===== config.mk =====
export PLATFORM = sky130hd
export DESIGN_NAME = seq_shift_issue_ctrl_flat
export DESIGN_NICKNAME = d
export VERILOG_FILES = /design/src/rtl/seq_shift_issue_ctrl_if.sv /design/src/rtl/seq_shift_issue_ctrl.sv /design/src/flat_wrapper.sv
export SDC_FILE = /design/constraint.sdc
export NUM_CORES = 1
export LEC_CHECK = 0
export ABC_CLOCK_PERIOD_IN_PS = 5100
export BUFFER_PORTS_ARGS = -buffer_cell sky130_fd_sc_hd__buf_2
export CAP_MARGIN = 20
export CORE_MARGIN = 2
export CORE_UTILIZATION = 37
export DETAILED_ROUTE_END_ITERATION = 10
export PLACE_DENSITY = 0.66
export SLEW_MARGIN = 0
export SYNTH_ARGS = -nofsm -noshare
export SYNTH_HDL_FRONTEND = slang
export SYNTH_SLANG_ARGS = --single-unit

===== constraint.sdc =====
create_clock -name clk -period 5.1 [get_ports clk]
set_input_delay 0.255 -clock clk [delete_from_list [all_inputs] [get_ports clk]]
set_output_delay 0.255 -clock clk [all_outputs]
set_load 0.01 [all_outputs]

===== src/rtl/seq_shift_issue_ctrl_if.sv =====
// Request, shifter-side and response signals of the shift issue controller, bundled as one port.
// slave = the controller itself; master = the processor-side producer/consumer plus the shifter.
interface seq_shift_issue_ctrl_if #(
    parameter int TAGW = 3
);
    logic            req_valid;
    logic            req_ready;
    logic [1:0]      req_op;
    logic [2:0]      req_amt;
    logic [7:0]      req_data;
    logic [TAGW-1:0] req_tag;

    logic            sh_start;
    logic [1:0]      sh_ctrl;
    logic [2:0]      sh_amt;
    logic [7:0]      sh_data;
    logic            sh_done;
    logic [7:0]      sh_result;

    logic            rsp_valid;
    logic            rsp_ready;
    logic [7:0]      rsp_data;
    logic [TAGW-1:0] rsp_tag;
    logic            rsp_err;

    modport slave (
        input  req_valid, req_op, req_amt, req_data, req_tag,
        input  sh_done, sh_result,
        input  rsp_ready,
        output req_ready,
        output sh_start, sh_ctrl, sh_amt, sh_data,
        output rsp_valid, rsp_data, rsp_tag, rsp_err
    );

    modport master (
        output req_valid, req_op, req_amt, req_data, req_tag,
        output sh_done, sh_result,
        output rsp_ready,
        input  req_ready,
        input  sh_start, sh_ctrl, sh_amt, sh_data,
        input  rsp_valid, rsp_data, rsp_tag, rsp_err
    );
endinterface


===== src/rtl/seq_shift_issue_ctrl.sv =====
// Issues one shift at a time to the sequential shifter and returns its result with the tag.
// Latency: shifter latency + 3 (zero-amount bypass: 1); response held while rsp_ready is low.
module seq_shift_issue_ctrl #(
    parameter int TAGW    = 3,
    parameter int TIMEOUT = 16
) (
    input  logic                 clk,
    input  logic                 rst,
    seq_shift_issue_ctrl_if.slave bus
);
    localparam logic [1:0] S_IDLE  = 2'd0;
    localparam logic [1:0] S_ISSUE = 2'd1;
    localparam logic [1:0] S_WAIT  = 2'd2;
    localparam logic [1:0] S_RESP  = 2'd3;

    localparam logic [7:0] CNT_LAST = 8'(TIMEOUT - 1);

    logic [1:0]      r_state;
    logic [7:0]      r_cnt;
    logic            r_sh_start;
    logic [1:0]      r_sh_ctrl;
    logic [2:0]      r_sh_amt;
    logic [7:0]      r_sh_data;
    logic [7:0]      r_rsp_data;
    logic [TAGW-1:0] r_rsp_tag;
    logic            r_rsp_err;

    logic            w_req_ready;
    logic            w_accept;
    logic            w_timeout;

    assign w_req_ready = (r_state == S_IDLE);
    assign w_accept    = bus.req_valid && w_req_ready;
    assign w_timeout   = (r_cnt == CNT_LAST);

    always_ff @(posedge clk or negedge rst) begin
        if (!rst) begin
            r_state    <= S_IDLE;
            r_cnt      <= 8'd0;
            r_sh_start <= 1'b0;
            r_sh_ctrl  <= 2'd0;
            r_sh_amt   <= 3'd0;
            r_sh_data  <= 8'd0;
            r_rsp_data <= 8'd0;
            r_rsp_tag  <= '0;
            r_rsp_err  <= 1'b0;
        end else begin
            case (r_state)
                S_IDLE: begin
                    if (w_accept) begin
                        r_sh_ctrl <= bus.req_op;
                        r_sh_amt  <= bus.req_amt;
                        r_sh_data <= bus.req_data;
                        r_rsp_tag <= bus.req_tag;
                        // A zero-amount shift is the identity for every op, so skip the shifter.
                        if (bus.req_amt == 3'd0) begin
                            r_rsp_data <= bus.req_data;
                            r_rsp_err  <= 1'b0;
                            r_state    <= S_RESP;
                        end else begin
                            r_sh_start <= 1'b1;
                            r_state    <= S_ISSUE;
                        end
                    end
                end
                S_ISSUE: begin
                    r_sh_start <= 1'b0;
                    r_cnt      <= 8'd0;
                    r_state    <= S_WAIT;
                end
                S_WAIT: begin
                    // done takes priority over a timeout landing on the same edge.
                    if (bus.sh_done) begin
                        r_rsp_data <= bus.sh_result;
                        r_rsp_err  <= 1'b0;
                        r_state    <= S_RESP;
                    end else if (w_timeout) begin
                        r_rsp_data <= 8'd0;
                        r_rsp_err  <= 1'b1;
                        r_state    <= S_RESP;
                    end else begin
                        r_cnt <= r_cnt + 8'd1;
                    end
                end
                S_RESP: begin
                    if (bus.rsp_ready) begin
                        r_state <= S_IDLE;
                    end
                end
                default: begin
                    r_state <= S_IDLE;
                end
            endcase
        end
    end

    assign bus.req_ready = w_req_ready;
    assign bus.sh_start  = r_sh_start;
    assign bus.sh_ctrl   = r_sh_ctrl;
    assign bus.sh_amt    = r_sh_amt;
    assign bus.sh_data   = r_sh_data;
    assign bus.rsp_valid = (r_state == S_RESP);
    assign bus.rsp_data  = r_rsp_data;
    assign bus.rsp_tag   = r_rsp_tag;
    assign bus.rsp_err   = r_rsp_err;

endmodule


===== src/flat_wrapper.sv =====
// flat-port wrapper written by rule: the top's interface ports become plain ports
module seq_shift_issue_ctrl_flat 
#(
    parameter int TAGW    = 3,
    parameter int TIMEOUT = 16
)
  (clk, rst, bus_req_valid, bus_req_op, bus_req_amt, bus_req_data, bus_req_tag, bus_sh_done, bus_sh_result, bus_rsp_ready, bus_req_ready, bus_sh_start, bus_sh_ctrl, bus_sh_amt, bus_sh_data, bus_rsp_valid, bus_rsp_data, bus_rsp_tag, bus_rsp_err);
  seq_shift_issue_ctrl_if #(.TAGW(TAGW)) bus_i ();
  input  logic clk;
  input  logic rst;
  input wire logic [$bits(bus_i.req_valid)-1:0] bus_req_valid;
  input wire logic [$bits(bus_i.req_op)-1:0] bus_req_op;
  input wire logic [$bits(bus_i.req_amt)-1:0] bus_req_amt;
  input wire logic [$bits(bus_i.req_data)-1:0] bus_req_data;
  input wire logic [$bits(bus_i.req_tag)-1:0] bus_req_tag;
  input wire logic [$bits(bus_i.sh_done)-1:0] bus_sh_done;
  input wire logic [$bits(bus_i.sh_result)-1:0] bus_sh_result;
  input wire logic [$bits(bus_i.rsp_ready)-1:0] bus_rsp_ready;
  output wire logic [$bits(bus_i.req_ready)-1:0] bus_req_ready;
  output wire logic [$bits(bus_i.sh_start)-1:0] bus_sh_start;
  output wire logic [$bits(bus_i.sh_ctrl)-1:0] bus_sh_ctrl;
  output wire logic [$bits(bus_i.sh_amt)-1:0] bus_sh_amt;
  output wire logic [$bits(bus_i.sh_data)-1:0] bus_sh_data;
  output wire logic [$bits(bus_i.rsp_valid)-1:0] bus_rsp_valid;
  output wire logic [$bits(bus_i.rsp_data)-1:0] bus_rsp_data;
  output wire logic [$bits(bus_i.rsp_tag)-1:0] bus_rsp_tag;
  output wire logic [$bits(bus_i.rsp_err)-1:0] bus_rsp_err;
  assign bus_i.req_valid = bus_req_valid;
  assign bus_i.req_op = bus_req_op;
  assign bus_i.req_amt = bus_req_amt;
  assign bus_i.req_data = bus_req_data;
  assign bus_i.req_tag = bus_req_tag;
  assign bus_i.sh_done = bus_sh_done;
  assign bus_i.sh_result = bus_sh_result;
  assign bus_i.rsp_ready = bus_rsp_ready;
  assign bus_req_ready = bus_i.req_ready;
  assign bus_sh_start = bus_i.sh_start;
  assign bus_sh_ctrl = bus_i.sh_ctrl;
  assign bus_sh_amt = bus_i.sh_amt;
  assign bus_sh_data = bus_i.sh_data;
  assign bus_rsp_valid = bus_i.rsp_valid;
  assign bus_rsp_data = bus_i.rsp_data;
  assign bus_rsp_tag = bus_i.rsp_tag;
  assign bus_rsp_err = bus_i.rsp_err;
  seq_shift_issue_ctrl #(.TAGW(TAGW), .TIMEOUT(TIMEOUT)) u_core (.clk(clk), .rst(rst), .bus(bus_i));
endmodule

# Yosys cells after proc, flatten, opt, wreduce, memory -nomap -nowiden
# Cells that the tools add are included.
# op_classes
eq_ne	11
reduce_logical	11
addsub	1
muxes	22
# op_table
operator	n
two-way mux 8 bit	6
case mux 8 bit (2 select lines)	2
!= test 2 bit (second input constant)	6
two-way mux 2 bit	5
AND reduction 3 bit	3
adder 8 x 1 -> 8 bit (second input constant)	1
== test 8 x 4 -> 1 bit (second input constant)	1
case mux 2 bit (4 select lines)	1
two-way mux 1 bit	6
nonzero test 2 bit	3
== test 2 bit (second input constant)	2
case mux 1 bit (2 select lines)	2
AND reduction 4 bit	1
logical NOT 3 bit	1
!= test 3 x 2 -> 1 bit (second input constant)	1
== test 2 x 1 -> 1 bit (second input constant)	1
logical NOT 2 bit	1
AND reduction 2 bit	1
logical AND 1 bit	1
# word_totals
regBits	36

# Longest topological paths before layout
# Gate-level depths: netlist of the first run.
# depth
word_depth	4
ltp_mapped	8
ltp_nobuf	6

# Least setup slack after synthesis of the first run
# No wires, ideal clock.
# synth_timing
kind	flip-flop to flip-flop
startpoint	register u_core.r_state[0]
endpoint	register u_core.r_rsp_data[0] (netlist: u_core.bus.rsp_data[0])
n_path_buf	1
setup_time_ps	125
required_time_ps	4975
slack_ps	3337
arrival_ps	1638
stages_incl_launch_ff	8
cell_sequence	dfrtp_1 > inv_1 > ha_1 > buf_4 > and2b_1 > a21boi_4 > nor2_8 > mux2_4
# synth_via
elab_chain_cells	4
# synth_lines
item	line	rtl
from (decl)	seq_shift_issue_ctrl.sv:18	logic [1:0] r_state;
from (signal assigned)	seq_shift_issue_ctrl.sv:38	r_state <= S_IDLE;
from (signal assigned)	seq_shift_issue_ctrl.sv:59	r_state <= S_RESP;
from (signal assigned)	seq_shift_issue_ctrl.sv:62	r_state <= S_ISSUE;
logical NOT 2 bit	seq_shift_issue_ctrl.sv:32, seq_shift_issue_ctrl.sv:48	
logical AND 1 bit	seq_shift_issue_ctrl.sv:33	assign w_accept = bus.req_valid && w_req_ready;
!= test 2 bit (no line)	--	
AND reduction 4 bit (no line)	--	
to (signal assigned)	seq_shift_issue_ctrl.sv:57	r_rsp_data <= bus.req_data;
to (signal assigned)	seq_shift_issue_ctrl.sv:74	r_rsp_data <= bus.sh_result;
to (decl)	seq_shift_issue_ctrl.sv:24	logic [7:0] r_rsp_data;
# Parallel ways exist; a longest one is shown, timed or not.
# A chain may end at the register's enable or synchronous reset.

# Worst setup path after layout of the first run
# layout_timing
startpoint	register u_core.r_state[0]
endpoint	register u_core.r_rsp_data[1] (netlist: u_core.bus.rsp_data[1])
# The elaborated chain is that of the path after synthesis.

==> results.tsv, run 1 <==
metric	value	unit
row count	25	
setup bufs post-CTS	0	
global placement routability congestion	0.741	
register area share after synthesis	50.6	%
Multi-input gate area	811	um2
Cell Count Post-Placement	264	
Max Freq	434	MHz
vias in the first global route	1337	
dpl ws	2.78	ns
largest net degree at the start of global routing	37	
overall routed net length	3.48	mm
Top Family by Delay on Critical Path	simple AND/OR/NAND/NOR gates	
period utilization	45.1	%
Final min period	2.30	ns
Power, Total	1.22	mW
Cell Area, Synth	0.00178	mm2
Worst VDD drop	0.159	mV
area leader, netlist	dfrtp_1	
WL per Instance	12.8	um
CTS resizes	0	
H-Tree Depth	2	
Hold Slack	0.0395	ns
Synth Area per Inst	11.2	um2
Design Area, Final	0.00221	mm2
number of routed nets with antenna violations	0	
CP arrival	2.48	ns
root buf cell	clkbuf_8	
Sink Count	36	
initial antenna violation count	0	
worst-path cell chain	inv_1, ha_1, nand2_1, a2bb2oi_2, nor2_8, mux2_4	
via count	1332	
grt total ovfl	0	
Slew HR	44.9	%
Max Slew Vio Count	0	
Worst EP required	5.27	ns
1st-iter DRT viols	121	
Async SR Flop Fraction	100	%
Starting Density	37.9	%
Synth cell types	35	
PnR worst setup slack	2.80	ns
DP Area	0.00210	mm2
Worst Hold Class	in -> async	
Ports	57	
kind of critical path	reg -> reg	
Synth top area share	50.6	%
DRC	0	
commonest cells in the netlist	dfrtp_1 (36), nand2_1 (26), o21ai_0 (20)	
EDFF count, synth	0	
area growth from synthesis to layout	24.3	%
TritonCTS clock tree	yes	
synth top area cells	dfrtp_1 (51%), mux2_4 (6.8%), o21ai_0 (5.6%)	
vias per cell	4.90	
syn nets	193	
Max Cap Viol	0	
Ant. Diodes	0	
count leader, synth	dfrtp_1	
worst slew pin tran	0.825	ns
clk_lat worst skew	0.29	ns
reg2reg start	u_core.r_state[0]$_DFFE_PN0P_	
post-DP HPWL	2.57	mm
hold_buf cts	0	
clock tree skew after final layout	0.00404	ns
CP startpoint kind	flop	
P_leak	1.15	nW
first-pass GRT wire length	6.00	mm
top_reg_cell synth	dfrtp_1	
RSZ-0062 raised after global routing	false	
Die ar.	0.00538	mm2
Crit. End Element	flop	
# nets final	251	
Crit Path Max Fanout	25	
Max stage delay on crit path	0.52	ns
drt first pass iters	4	
Ys Warns	0	
CP Buf/Inv Count	1	
cells after synthesis	159	
Post-Layout Cell Count	272	
Die Y	73.3	um
total CTS buffers	5	
Buffers on Ports	56	
GRT Util Overall	14.5	%
total negative slack	0	ns
Hold Vio Cnt, Final	0	
Yosys reg bits	36	
status	completed	
Clock Tree Buf Depth	2	
# setup viols final	0	
CTS clk-pin slew, worst paths	0.07	ns
slowest CP cell	nand2_1	
core area	0.00469	mm2
Util after Layout	47.1	%
power density cells	552	mW/mm2
crit path from	u_core.r_state[0]$_DFFE_PN0P_	
die width	73.3	um
layout cells sized above 1	39.4	%
sequential cell area	901	um2
fill count	461	
[worst paths after layout]
path,to,slack (ns),cells after the start
max,u_core.bus.rsp_data[1]$_DFFE_PN0P_,2.80,6
min,u_core.bus.sh_data[7]$_DFFE_PN0P_,0.04,1
max reg2reg,u_core.bus.rsp_data[1]$_DFFE_PN0P_,2.80,6
min reg2reg,u_core.bus.sh_data[7]$_DFFE_PN0P_,0.48,2
max in group asynchronous,u_core.bus.sh_data[2]$_DFFE_PN0P_,4.57,1
min in group clk,u_core.bus.sh_ctrl[0]$_DFFE_PN0P_,0.19,2
[metal layers]
layer	global-route usage [%]	vias up	wire (um)
li1	-	659	-
met1	18.4	616	1610
met2	22.7	48	1480
met3	4.53	9	305
met4	6.67	0	77
met5	0	-	0
[sequential cells by signal, summed over array words and instances, names as in the netlist]
signal	cells
u_core.bus.sh_ctrl	2
u_core.bus.rsp_err	1
u_core.bus.rsp_data	8
u_core.bus.rsp_tag	3
u_core.bus.sh_data	8
u_core.bus.sh_amt	3
u_core.r_cnt	8
u_core.bus.sh_start	1
u_core.r_state	2
[cell type report]
cell class | instances | share of cell area, %
sequential | 36 | 40.7
clock buffer | 6 | 3.28
inverter | 12 | 2.04
timing repair buffer | 56 | 12.7
clock inverter | 2 | 1.58
multi-input combinational | 106 | 36.7
tap | 54 | 3.05
[report_power, final]
group / total (mW) / internal, mW / switching, mW
registers: 0.462 / 0.401 / 0.0618
clock network: 0.246 / 0.145 / 0.101
logic: 0.512 / 0.251 / 0.262
total: 1.22 / 0.796 / 0.424
[kinds of logic (layout without fill, tap and decap cells)]
kind of cell	after synthesis	count (layout)	share of synthesized area, %
and+or+nand+nor	48	48	15.5
DFF	36	36	50.6
AOI/OAI and AO/OA	30	30	11.0
muxes	21	21	14.6
buffers and inverters	17	76	3.80
adders and majority gates	5	5	3.52
xor gates and xnor gates	2	2	0.985
[cell usage in the layout (no fill, tap or decap), drive strengths merged, types with 2 or more instances in the layout]
master	netlist	layout
nand3	2	2
nor3b	3	3
clkbuf	4	6
and4	2	2
mux2	16	16
nand2	26	26
buf	1	56
nor2b	2	2
ha	5	5
o21ai	20	20
inv	12	12
dfrtp	36	36
mux2i	5	5
a21o	3	3
and3	2	2
nor2	4	4
(Power assumes the default switching activity.)
==> inputs of run 2 (changes only) <==
--- a/config.mk
+++ b/config.mk
@@ -5,7 +5,7 @@
 export SDC_FILE = /design/constraint.sdc
 export NUM_CORES = 1
 export LEC_CHECK = 0
-export ABC_CLOCK_PERIOD_IN_PS = 5100
+export ABC_CLOCK_PERIOD_IN_PS = 2300
 export BUFFER_PORTS_ARGS = -buffer_cell sky130_fd_sc_hd__buf_2
 export CAP_MARGIN = 20
 export CORE_MARGIN = 2
==> constraint.sdc (replaced) <==
create_clock -name clk -period 2.3 [get_ports clk]
set_input_delay 0.115 -clock clk [delete_from_list [all_inputs] [get_ports clk]]
set_output_delay 0.115 -clock clk [all_outputs]
set_load 0.01 [all_outputs]
==> run 2 against run 1 <==
  * Clock skew up 0.00085 ns
  * Via count barely moved
  * Fmax grew 28%
  * Register-to-register slack lost 2.3 ns
  * Critical path type unchanged
  * Largest power group unchanged
==> results.tsv, run 2 (same netlist as run 1, synthesis figures left out) <==
metric	value	unit
Detail Route met2 WL	1.61	mm
drt first pass iters	4	
GRT Util Overall	15.2	%
# setup viols final	0	
Ant. Diodes	0	
# nets final	254	
Worst EP required	2.47	ns
Hold Vio Cnt, Final	0	
Die Y	73.3	um
Worst Hold Class	in -> reg	
CP startpoint kind	flop	
Final min period	1.79	ns
Worst VDD drop	0.414	mV
TritonCTS clock tree	yes	
RSZ-0062 raised after global routing	false	
grt total ovfl	0	
vias in the first global route	1392	
Crit. End Element	flop	
P_leak	1.17	nW
met3 WL post-DR	253	um
status	completed	
Crit Path Max Fanout	8	
Max Freq	558	MHz
Max Slew Vio Count	0	
DRC	0	
period utilization	78.0	%
total negative slack	0	ns
Highest Signal Layer	met4	
commonest non-fill, non-tap cells in the layout	buf_2 (56), dfrtp_1 (36), nand2_1 (26)	
hold path startpoint	bus_req_tag[2]	
vias per cell	4.84	
first-pass GRT wire length	6.21	mm
worst slew pin tran	0.790	ns
global placement routability congestion	0.780	
setup bufs post-CTS	0	
1st-iter DRT viols	70	
H-Tree Depth	2	
clk_lat worst skew	0.29	ns
reg2reg start	u_core.r_state[1]$_DFFE_PN0P_	
Clock Tree Buf Depth	2	
Ports	57	
Util after Layout	47.7	%
Sink Count	36	
kind of critical path	reg -> reg	
layout cells sized above 1	39.8	%
row count	25	
Buffers on Ports	56	
area growth from synthesis to layout	25.7	%
dpl ws	0.536	ns
PnR worst setup slack	0.507	ns
largest net degree at the start of global routing	37	
overall routed net length	3.64	mm
root buf cell	clkbuf_8	
M1 wire length	1.66	mm
clock tree skew after final layout	0.00489	ns
CTS clk-pin slew, worst paths	0.07	ns
Starting Density	37.9	%
total CTS buffers	5	
Design Area, Final	0.00224	mm2
die width	73.3	um
crit path from	u_core.r_state[1]$_DFFE_PN0P_	
initial antenna violation count	0	
Die ar.	0.00538	mm2
core area	0.00469	mm2
number of routed nets with antenna violations	0	
Slew HR	47.3	%
CP arrival	1.97	ns
CTS resizes	0	
Max Cap Viol	0	
post-DP HPWL	2.64	mm
Power, Total	2.74	mW
DP Area	0.00212	mm2
power density cells	1220	mW/mm2
WL per Instance	13.2	um
via count	1331	
most common cell after layout, fill and taps aside	buf_2	
-- run 2: final timing paths --
kind                                                       to  slack, ns  cells after the start
min                         u_core.bus.rsp_tag[2]$_DFFE_PN0P_       0.06                      2
max reg2reg                u_core.bus.rsp_data[7]$_DFFE_PN0P_       0.51                      6
min reg2reg                 u_core.bus.sh_data[0]$_DFFE_PN0P_       0.47                      2
max                        u_core.bus.rsp_data[7]$_DFFE_PN0P_       0.51                      6
max in group asynchronous         u_core.r_cnt[5]$_DFFE_PN0P_       1.35                      2
min in group asynchronous   u_core.bus.rsp_tag[0]$_DFFE_PN0P_       0.45                      2
-- run 2: where the power goes --
part / switching [mW] / total, mW / internal, mW / leakage (nW)
combinational: 0.599 / 1.17 / 0.570 / 0.661
sequential: 0.139 / 1.03 / 0.888 / 0.452
clock: 0.222 / 0.544 / 0.322 / 0.0552
-- run 2: cell type report --
class | instances | area, um2
Clock buffer | 6 | 72.6
Clock inverter | 2 | 35.0
Fill cell | 433 | 2450
Inverter | 12 | 45.0
Multi-Input combinational cell | 106 | 811
Sequential cell | 36 | 901
Tap cell | 54 | 67.6
Timing Repair Buffer | 59 | 305
-- run 2: worst max-delay path, cell delays in order (launching register included) --
cell       delay (ns)
dfrtp_1          0.41
inv_1            0.11
ha_1             0.29
inv_1            0.13
a2bb2oi_2        0.32
nor2_8           0.10
mux2_4           0.31
-- run 2: repair_timing --
item | 4_1_cts | 5_1_grt
hold buffers | 1 | 0
setup endpoints to repair | 0 | 0
hold endpoints to repair | 36 | 0
-- run 2: metrics by stage --
stage / instances / hold WS (ns)
2_1_floorplan: 159 / -0.181
3_3_place_gp: 266 / 0.246
3_5_place_dp: 266 / 0.259
4_1_cts: 275 / 0.0452
5_1_grt: 275 / 0.0535
6_report: 275 / 0.0570
-- run 2: per-layer routing --
layer / global-route usage (%) / vias to the layer above
met5: 0 / -
met4: 8.69 / 0
met3: 4.66 / 11
met2: 24.6 / 48
met1: 17.8 / 607
li1: - / 665
==> inputs of run 3 (changes only) <==
--- a/config.mk
+++ b/config.mk
@@ -5,13 +5,13 @@
 export SDC_FILE = /design/constraint.sdc
 export NUM_CORES = 1
 export LEC_CHECK = 0
-export ABC_CLOCK_PERIOD_IN_PS = 2300
+export ABC_CLOCK_PERIOD_IN_PS = 1600
 export BUFFER_PORTS_ARGS = -buffer_cell sky130_fd_sc_hd__buf_2
 export CAP_MARGIN = 20
 export CORE_MARGIN = 2
 export CORE_UTILIZATION = 37
 export DETAILED_ROUTE_END_ITERATION = 10
-export PLACE_DENSITY = 0.66
+export PLACE_DENSITY = 0.69
 export SLEW_MARGIN = 0
 export SYNTH_ARGS = -nofsm -noshare
 export SYNTH_HDL_FRONTEND = slang
==> constraint.sdc (replaced) <==
create_clock -name clk -period 1.6 [get_ports clk]
set_input_delay 0.08 -clock clk [delete_from_list [all_inputs] [get_ports clk]]
set_output_delay 0.08 -clock clk [all_outputs]
set_load 0.01 [all_outputs]
==> run 3 against run 2 <==
  * Cell count rose by 7.6%
  * Utilization rose by 4.5 points
  * Fmax rose by 12%
  * Flip-flop and latch count did not move
  * Via count rose by 6.1%
  * Non-clock buffer count rose by 21
  * Sequential share of layout area fell by 3.5 points
  * Clock skew rose by 0.0012 ns
  * Hold slack got worse by 0.042 ns
  * Power rose by 55%
==> results.tsv, run 3 (same netlist as run 1, synthesis figures left out) <==
metric	value	unit
WHS Endpoint	u_core.bus.rsp_tag[0]$_DFFE_PN0P_	
clk_lat worst skew	0.29	ns
Buffers on Ports	56	
power density cells	1740	mW/mm2
CP Buf/Inv Count	0	
slowest CP cell	dfrtp_1	
RSZ-0062 raised after global routing	true	
Crit. End Element	flop	
vias in the first global route	1358	
Max Freq	627	MHz
layout cells sized above 1	49.2	%
CP startpoint kind	flop	
vias per cell	4.77	
most common cell after layout, fill and taps aside	buf_2	
Hold Crit Depth	2	
status	completed	
Clock Tree Buf Depth	2	
post-DP HPWL	2.85	mm
H-Tree Depth	2	
global placement routability congestion	0.801	
PnR worst setup slack	0.00427	ns
Die Y	73.3	um
Crit path depth	5	
CTS clk-pin slew, worst paths	0.07	ns
Hold Slack	0.0152	ns
Starting Density	37.9	%
TritonCTS clock tree	yes	
kind of critical path	reg -> reg	
Ant. Diodes	0	
1st-iter DRT viols	40	
total CTS buffers	5	
CP arrival	1.77	ns
# nets final	275	
Final min period	1.60	ns
Max Slew Vio Count	0	
clock tree skew after final layout	0.00609	ns
P_leak	1.27	nW
grt total ovfl	0	
Worst Hold Class	in -> reg	
drt first pass iters	4	
period utilization	99.7	%
dpl ws	-0.0535	ns
number of routed nets with antenna violations	0	
initial antenna violation count	0	
reg2reg start	u_core.r_state[1]$_DFFE_PN0P_	
commonest non-fill, non-tap cells in the layout	buf_2 (56), dfrtp_1 (36), nand2_1 (25)	
first-pass GRT wire length	6.46	mm
Pint	2.77	mW
Power, Total	4.25	mW
# setup viols final	0	
area growth from synthesis to layout	37.6	%
hold path startpoint	bus_req_tag[0]	
Top Family by Delay on Critical Path	flip-flops	
die width	73.3	um
DRC	0	
clock share of power	18.7	%
row count	25	
core area	0.00469	mm2
Max stage delay on crit path	0.43	ns
WL per Instance	13.2	um
worst slew pin tran	0.464	ns
switching share of power	34.9	%
GRT Util Overall	15.5	%
Crit Path Max Fanout	8	
overall routed net length	3.91	mm
Worst VDD drop	0.740	mV
Switch Pwr	1.48	mW
Reg2Reg Setup Slack	0.004	ns
Reg2Reg Depth	5	
Sink Count	36	
via count	1412	
worst r2r dst	u_core.bus.rsp_data[4]$_DFFE_PN0P_	
Slew HR	69.1	%
Util after Layout	52.2	%
largest net degree at the start of global routing	37	
Worst EP required	1.77	ns
worst-path cell chain	ha_4, and2b_1, a21boi_4, nor2_8, mux2_4	
Hold Vio Cnt, Final	0	
Reg power frac	34.6	%
Max Cap Viol	0	
Comb power frac	46.7	%
root buf cell	clkbuf_8	
Die ar.	0.00538	mm2
Ports	57	
-- run 3: changes by cell type in the layout (fill, tap and decap cells not counted), moves of 2 or more --
cell   delta
buf_4    +21
ha_1      -3
ha_4      +2
inv_1     -2
inv_2     +2
-- run 3: worst max path at each step --
| stage | startpoint | to |
|---|---|---|
| finish | u_core.r_state[1]$_DFFE_PN0P_ | u_core.bus.rsp_data[4]$_DFFE_PN0P_ |
| detailed placement | u_core.r_state[1]$_DFFE_PN0P_ | u_core.bus.rsp_data[3]$_DFFE_PN0P_ |
| global route | u_core.r_state[0]$_DFFE_PN0P_ | u_core.r_cnt[3]$_DFFE_PN0P_ |
| floorplan | u_core.r_state[0]$_DFFE_PN0P_ | u_core.bus.rsp_data[0]$_DFFE_PN0P_ |
| global placement | u_core.r_cnt[0]$_DFFE_PN0P_ | u_core.bus.rsp_data[5]$_DFFE_PN0P_ |
| CTS | u_core.r_cnt[7]$_DFFE_PN0P_ | u_core.bus.rsp_data[4]$_DFFE_PN0P_ |
-- run 3: layout make-up --
| class | instances | area [um2] |
|---|---|---|
| well taps | 54 | 67.6 |
| fillers | 423 | 2240 |
| inverters | 12 | 45.0 |
| multi-input cells | 106 | 860 |
| repair buffers | 80 | 463 |
| flip-flops and latches | 36 | 901 |
| clock inverters | 3 | 42.5 |
| clock buffers | 5 | 68.8 |
-- run 3: power by group through the flow --
| stage | combinational [mW] | clock (mW) | sequential (mW) |
|---|---|---|---|
| after floorplan | 1.00 | 0 | 1.64 |
| after global placement | 1.88 | 0 | 1.48 |
| after detailed placement | 1.91 | 0 | 1.49 |
| after CTS | 1.98 | 0.816 | 1.47 |
| after global routing | 2.19 | 0.858 | 1.52 |
| final | 1.99 | 0.796 | 1.47 |
-- run 3: what timing repair did --
action / CTS / global route
resized for setup: 3 / 5
hold buffers: 1 / 0
setup endpoints to repair: 13 / 20
hold endpoints to repair: 36 / 0
cloned: 0 / 0
pin swaps: 4 / 5
setup buffers: 2 / 1
-- run 3: stage by stage --
stage | TNS (ns) | area [um2] | std cells
final | 0 | 2450 | 296
after detailed placement | -0.453 | 2270 | 284
after floorplan | -0.765 | 1800 | 159
after global placement | -0.0524 | 2270 | 284
after global routing | -0.548 | 2450 | 296
after CTS | -0.0912 | 2430 | 295
-- run 3: per-layer routing --
metal  share of wire (%)  vias to the layer above  routed length [um]  track usage [%]
met1                  47                      664                1830             19.6
met2                  47                       38                1840             25.8
li1                    -                      705                   -                -
met3                 4.8                        5                 188             3.98
met4                 1.4                        0                  54             5.05
met5                   0                        -                   0                0
